### src/rtl/pipe_pkg.sv
// ============================================================================
// pipe_pkg : shared forward-select encodings for the pipeline hazard logic
// Rev 1.0
// ============================================================================
`default_nettype none

package pipe_pkg;

   typedef logic [1:0] fwd_t;

   localparam fwd_t FWD_RF    = 2'b00;
   localparam fwd_t FWD_IMM   = 2'b01;
   localparam fwd_t FWD_EXMEM = 2'b10;
   localparam fwd_t FWD_WB    = 2'b11;

   // Flag bits carried by each shadow slot alongside the register address.
   localparam int SLOT_FLAG_W = 3;

endpackage

`default_nettype wire

### src/rtl/fwd_sel.sv
// ============================================================================
// fwd_sel : per-source producer match, forward select and load-use hazard
// Rev 1.0
// ============================================================================
`default_nettype none

module fwd_sel
   import pipe_pkg::*;
#(
   parameter int REG_AW       = 3,
   parameter int HAS_ZERO_REG = 1,
   parameter int LU_BUBBLES   = 1
) (
   input  logic [REG_AW-1:0] src,
   input  logic              use_src,
   input  logic              ex_vld,
   input  logic [REG_AW-1:0] ex_rd,
   input  logic              ex_wr,
   input  logic              ex_ld,
   input  logic              mem_vld,
   input  logic [REG_AW-1:0] mem_rd,
   input  logic              mem_wr,
   input  logic              mem_ld,
   output fwd_t              sel,
   output logic              hazard
);

   logic src_ok;
   logic ex_match;
   logic mem_match;

   assign src_ok    = use_src & ~((HAS_ZERO_REG != 0) && (src == '0));
   assign ex_match  = src_ok & ex_vld  & ex_wr  & (src == ex_rd);
   assign mem_match = src_ok & mem_vld & mem_wr & (src == mem_rd);

   // Load data is only available from WB, so a load one slot ahead always
   // stalls; with two bubbles a load two slots ahead stalls as well.
   assign hazard = (ex_match & ex_ld) | ((LU_BUBBLES == 2) && (mem_match & mem_ld));

   // Youngest producer wins: EX slot is checked before MEM slot.
   always_comb begin
      sel = FWD_RF;
      if (ex_match && !ex_ld) begin
         sel = FWD_EXMEM;
      end else if (mem_match && (!mem_ld || (LU_BUBBLES == 1))) begin
         sel = FWD_WB;
      end
   end

endmodule

`default_nettype wire

### src/rtl/hazard_forward_ctrl.sv
// ============================================================================
// hazard_forward_ctrl : shadow pipeline of writers, load-use stall and
// registered forward selects for the EX stage. Rev 1.0
// ============================================================================
`default_nettype none

module hazard_forward_ctrl
   import pipe_pkg::*;
#(
   parameter int REG_AW       = 3,
   parameter int HAS_ZERO_REG = 1,
   parameter int LU_BUBBLES   = 1,
   parameter int CNT_W        = 16
) (
   input  logic              clk,
   input  logic              rst_n,
   input  logic              id_valid,
   input  logic [REG_AW-1:0] id_rs_a,
   input  logic [REG_AW-1:0] id_rs_b,
   input  logic [REG_AW-1:0] id_rd,
   input  logic              id_use_a,
   input  logic              id_use_b,
   input  logic              id_use_st,
   input  logic              id_imm,
   input  logic              id_wr_en,
   input  logic              id_is_load,
   input  logic              ex_flush,
   output logic              stall,
   output logic              bubble,
   output logic [1:0]        fwd_a,
   output logic [1:0]        fwd_b,
   output logic [1:0]        fwd_st,
   output logic [CNT_W-1:0]  stall_cnt
);

   typedef struct packed {
      logic              vld;
      logic [REG_AW-1:0] rd;
      logic              wr;
      logic              ld;
   } slot_t;

   localparam int SLOT_W = REG_AW + SLOT_FLAG_W;
   localparam slot_t SLOT_NONE = slot_t'({SLOT_W{1'b0}});

   // Writers that have reached WB are seen through the write-first regfile,
   // so only the EX and MEM slots are tracked.
   slot_t ex_slot;
   slot_t mem_slot;

   logic [REG_AW-1:0] src     [3];
   logic              use_src [3];
   fwd_t              sel     [3];
   logic [2:0]        hazard;
   logic              issue;

   assign src[0]     = id_rs_a;
   assign src[1]     = id_rs_b;
   assign src[2]     = id_rd;
   assign use_src[0] = id_use_a;
   assign use_src[1] = id_use_b;
   assign use_src[2] = id_use_st;

   for (genvar i = 0; i < 3; i++) begin : g_src
      fwd_sel #(
         .REG_AW      (REG_AW),
         .HAS_ZERO_REG(HAS_ZERO_REG),
         .LU_BUBBLES  (LU_BUBBLES)
      ) u_fwd_sel (
         .src    (src[i]),
         .use_src(use_src[i]),
         .ex_vld (ex_slot.vld),
         .ex_rd  (ex_slot.rd),
         .ex_wr  (ex_slot.wr),
         .ex_ld  (ex_slot.ld),
         .mem_vld(mem_slot.vld),
         .mem_rd (mem_slot.rd),
         .mem_wr (mem_slot.wr),
         .mem_ld (mem_slot.ld),
         .sel    (sel[i]),
         .hazard (hazard[i])
      );
   end

   // Flush overrides stall: the instruction in ID is dead anyway.
   assign stall  = id_valid & ~ex_flush & (|hazard);
   assign bubble = stall | ex_flush;
   assign issue  = id_valid & ~stall & ~ex_flush;

   always_ff @(posedge clk or negedge rst_n) begin
      if (!rst_n) begin
         ex_slot   <= SLOT_NONE;
         mem_slot  <= SLOT_NONE;
         fwd_a     <= FWD_RF;
         fwd_b     <= FWD_RF;
         fwd_st    <= FWD_RF;
         stall_cnt <= '0;
      end else begin
         mem_slot <= ex_slot;
         if (issue) begin
            ex_slot <= '{vld: 1'b1, rd: id_rd, wr: id_wr_en, ld: id_is_load};
         end else begin
            ex_slot <= SLOT_NONE;
         end

         if (bubble || !id_valid) begin
            fwd_a  <= FWD_RF;
            fwd_b  <= FWD_RF;
            fwd_st <= FWD_RF;
         end else begin
            fwd_a  <= sel[0];
            fwd_b  <= id_imm ? FWD_IMM : sel[1];
            fwd_st <= sel[2];
         end

         if (stall && (stall_cnt != {CNT_W{1'b1}})) begin
            stall_cnt <= stall_cnt + CNT_W'(1);
         end
      end
   end

endmodule

`default_nettype wire

### config.mk
export PLATFORM = sky130hd
export DESIGN_NAME = hazard_forward_ctrl
export DESIGN_NICKNAME = d
export VERILOG_FILES = /design/src/rtl/pipe_pkg.sv /design/src/rtl/fwd_sel.sv /design/src/rtl/hazard_forward_ctrl.sv
export SDC_FILE = /design/constraint.sdc
export NUM_CORES = 1
export LEC_CHECK = 0
export ABC_AREA = 1
export BUFFER_PORTS_ARGS = -buffer_cell sky130_fd_sc_hd__buf_2
export CAP_MARGIN = 20
export CORE_ASPECT_RATIO = 1.75
export CORE_MARGIN = 3
export CORE_UTILIZATION = 55
export DETAILED_ROUTE_END_ITERATION = 8
export GPL_TIMING_DRIVEN = 1
export HOLD_SLACK_MARGIN = 0.08
export PLACE_DENSITY_LB_ADDON = 0.12
export SLEW_MARGIN = 10
export SYNTH_ARGS = -nofsm -noshare
export SYNTH_HDL_FRONTEND = slang
export SYNTH_SLANG_ARGS = --single-unit
### constraint.sdc
create_clock -name clk -period 2.2 [get_ports clk]
set_input_delay 0.11 -clock clk [delete_from_list [all_inputs] [get_ports clk]]
set_output_delay 0.11 -clock clk [all_outputs]
set_load 0.02 [all_outputs]
==> results.txt <==
- Outcome: finished clean
- Relative to the synthesized area, the layout overhead comes to 17.1%.
* Antenna cells: 0
* Area of the mapped netlist: 2050 µm²
- CP max stage delay: 0.43 ns
- Synthesis produced 276 cells.
* Number of distinct library cell variants in the gate-level netlist after synthesis: 25
- In this run the clock root is driven by a clkbuf_8.
- The die covers 4530 µm².
* Largest cells by area after synthesis: dfrtp_1 40%, nand2_1 15%, nand4_1 7.3%
- Setup violations remaining at the end of the flow were counted as 0.
* Clock transition at the register clock pins on the worst setup and hold paths after CTS: 0.07 ns
* Total number of clock tree sinks: 33
* Total power draw: 0.00119 W
- Clk Latency, worst-skew pair: 0.28 ns
* Worst relative slew slack: 0.510
- The final layout contains 344 nets.
- Buffers added to address setup during post-CTS repair amount to 0.
- CP startpoint kind: flip-flop
- Max H-tree Level: 2
* Number of standard-cell rows in the floorplan: 28
- Layout cell share with drive strength beyond 1: 0.249
* Synthesized Nets: 296
- Power Density: 494 nW/µm²
- Clock network fraction of total power: 0.379
- Fraction of the core area covered by cells at the end of the flow: 0.693
- The via count of the first global-routing pass was 2046.
- The critical path contains buffers and inverters numbering 2 combined.
* Cell family with most CP delay: simple AND/OR/NAND/NOR gates
- The die is 52.2 µm wide.
- In this run, the number of DRC markers left after iteration 0 of detailed routing was 49.
- Critical path start-end classification: reg -> out
- The number of max-slew violations in the final report was 0.
- STA classifies the critical path endpoint as an output port.
- Including well taps, the total number of placed cells is 358.
* Initial cell density of the core: 0.591
- Input and output buffers added on the ports amount to 42.
- Pin count of the biggest net entering global routing: 34
- Final routed DRC violation total: 0
- Combinational group share of total power: 0.092
- Chain of cells forming the critical path: inv_2, nand2_1, nand2_1, nor2_2, nand3_2, nand3_2, nand2_1, nor3_1, buf_2
* Combined global-route utilization of all metal layers: 0.252
- Summed over all layers, the global routing overflow is 0.
- DRT Pass-1 Iters: 4
- Dividing the detail-routed via count by the number of cells gives 5.37.
* Critical Path Slowest Stage Cell: dfrtp_1
* Total CTS buffers: 5
* Yosys top cell area share: 0.403
- The clock period could shrink to 1.88 ns.
- STA puts the critical path data required time at 2.09 ns.
- Cell repeated most along the worst path: nand2_1
* Final TNS setup: 0 ns
* Class of the worst hold path: in -> reg
- Synthesized area per cell: 7.43 µm²
- Summed over all cells, the static leakage comes to 1.31 nW.
- The congestion estimate from routability-driven global placement came to 0.892.
- Final critical-path share of the clock period: 0.853
* Overall via count from detail_route: 1987
- Final Hold Vio Count: 0
* Antenna violations before repair: 0
* Number of max-capacitance violations reported: 0
- Number of standard cells in the final layout excluding fillers: 370
* Switching Fraction: 0.264
- Setup repair after global routing missed its margin: no
- Clock tree buffer depth: 2
- For this run, the register share of the synthesized area comes to 0.403.
- In this run the worst path has a maximum fanout of 5.
- At the worst endpoint, the arrival time is 1.77 ns.
- The share of total power dissipated in sequential elements is 0.528.
- Static timing analysis puts the maximum clock frequency at 533 MHz.
- Die outline height: 86.8 µm
- Routed wirelength normalized by instance count: 13.4 µm
* Max IR drop VDD: 0.538 mV
- Internal power comes to 0.000873 W.
- Total Wirelength: 4960 µm
- Core area: 3470 µm²
* Layout Skew: 0.00625 ns
* Synth Warn #: 0
- Count of antenna-violating nets left after detailed routing: 0
- Of all cell types, the one taking the most synthesized area is dfrtp_1.
- On the final layout, the worst hold slack is 0.0916 ns.
- In this run the power spent charging and discharging nets is 0.000313 W.
- TritonCTS built the clock tree.
- Post-synthesis sequential element count: 33
- First-pass GRT wire length: 8530 µm
- At the pin with the least slew margin, the transition time is 0.734 ns.
- For this design the top-level I/O count stands at 43.
- Estimated wirelength of the detail-placed design: 3770 µm
==> cell usage after synthesis, drive strengths merged <==
master and count:
inv 29, nand3 11, o21ai 5, xnor2 5, nor3 6, nand2 94
o21bai 1, buf 7, a21oi 4, ha 1, nand4 26, xor2 9
o211ai 1, nor2 44, dfrtp 33
==> state kept, by name (all words and copies together), names as in the netlist <==
name / flops
ex_slot: 6
fwd_a: 2
fwd_b: 2
fwd_st: 2
mem_slot: 5
stall_cnt: 16
==> logic make-up after synthesis <==
logic type	after synthesis	synth area share
AO/OA/AOI/OAI	11	0.0329
XOR/XNOR	14	0.0598
adder cells (fa/ha/maj)	1	0.00610
buffers and inverters	36	0.0805
flip-flops	33	0.403
AND/OR/NAND/NOR	181	0.418
==> area by class of cell <==
cell class	instances	area [µm²]
Sequential cell	33	826
Tap cell	45	56.3
Fill cell	286	1070
Clock inverter	3	17.5
Inverter	29	109
Clock buffer	5	68.8
Multi-Input combinational cell	207	1060
Timing Repair Buffer	48	265
==> what timing repair did <==
item	4_1_cts	5_1_grt
setup endpoints to repair	0	0
hold buffers	4	0
gates resized for setup	0	0
endpoints found under the hold margin	36	0
==> layer usage <==
metal,global-route usage,vias to the layer above,wire (µm)
met4,0.151,0,242
met2,0.475,73,2690
met3,0.0413,22,233
met5,0,-,0
met1,0.243,917,1790
li1,-,975,-
==> through the flow <==
stage	setup slack (ns)	instance area (µm²)
2_1_floorplan	0.636	2050
3_3_place_gp	0.563	2280
3_5_place_dp	0.501	2280
4_1_cts	0.312	2400
5_1_grt	0.135	2400
6_report	0.323	2400
==> cells in the final DEF, fill, tap and decap left out, drive strengths merged <==
cell type / netlist / final
inv: 29 / 29
nand2: 94 / 94
o21bai: 1 / 1
dfrtp: 33 / 33
nand3: 11 / 11
clkbuf: 0 / 5
nor2: 44 / 44
o21ai: 5 / 5
a21oi: 4 / 4
dlygate4sd3: 0 / 4
nand4: 26 / 26
clkinvlp: 0 / 1
nor3: 6 / 6
buf: 7 / 44
clkinv: 0 / 2
xnor2: 5 / 5
ha: 1 / 1
xor2: 9 / 9
o211ai: 1 / 1
==> final timing paths <==
path | from | end | slack (ns) | depth (start not counted)
max | ex_slot[4] | stall | 0.32 | 9
max reg2reg | stall_cnt[1] | stall_cnt[14] | 0.49 | 8
min | id_rd[2] | ex_slot[4] | 0.09 | 3
min in group asynchronous | rst_n | ex_slot[5] | 0.42 | 2
max in group asynchronous | rst_n | mem_slot[4] | 1.31 | 2
min reg2reg | ex_slot[1] | mem_slot[1] | 0.39 | 0
==> worst reg2reg max path: stages, from the launching register on <==
cell and delay, ns:
dfrtp_1 0.41, ha_1 0.20, inv_1 0.09, nor3_1 0.50, nand3_1 0.14, nand2_1 0.09, nand2_1 0.04, nand4_1 0.08
nand2_1 0.06
==> power groups by stage <==
| stage | clock network, W | logic (W) | registers, W |
|---|---|---|---|
| after CTS | 0.000462 | 0.000111 | 0.000626 |
| after global placement | 0 | 0.000104 | 0.000638 |
| after global routing | 0.000486 | 0.000124 | 0.000628 |
| after detailed placement | 0 | 0.000105 | 0.000638 |
| final | 0.000450 | 0.000110 | 0.000626 |
| after floorplan | 0 | 0.0000605 | 0.000636 |
Power figures use the tool's default switching activity.
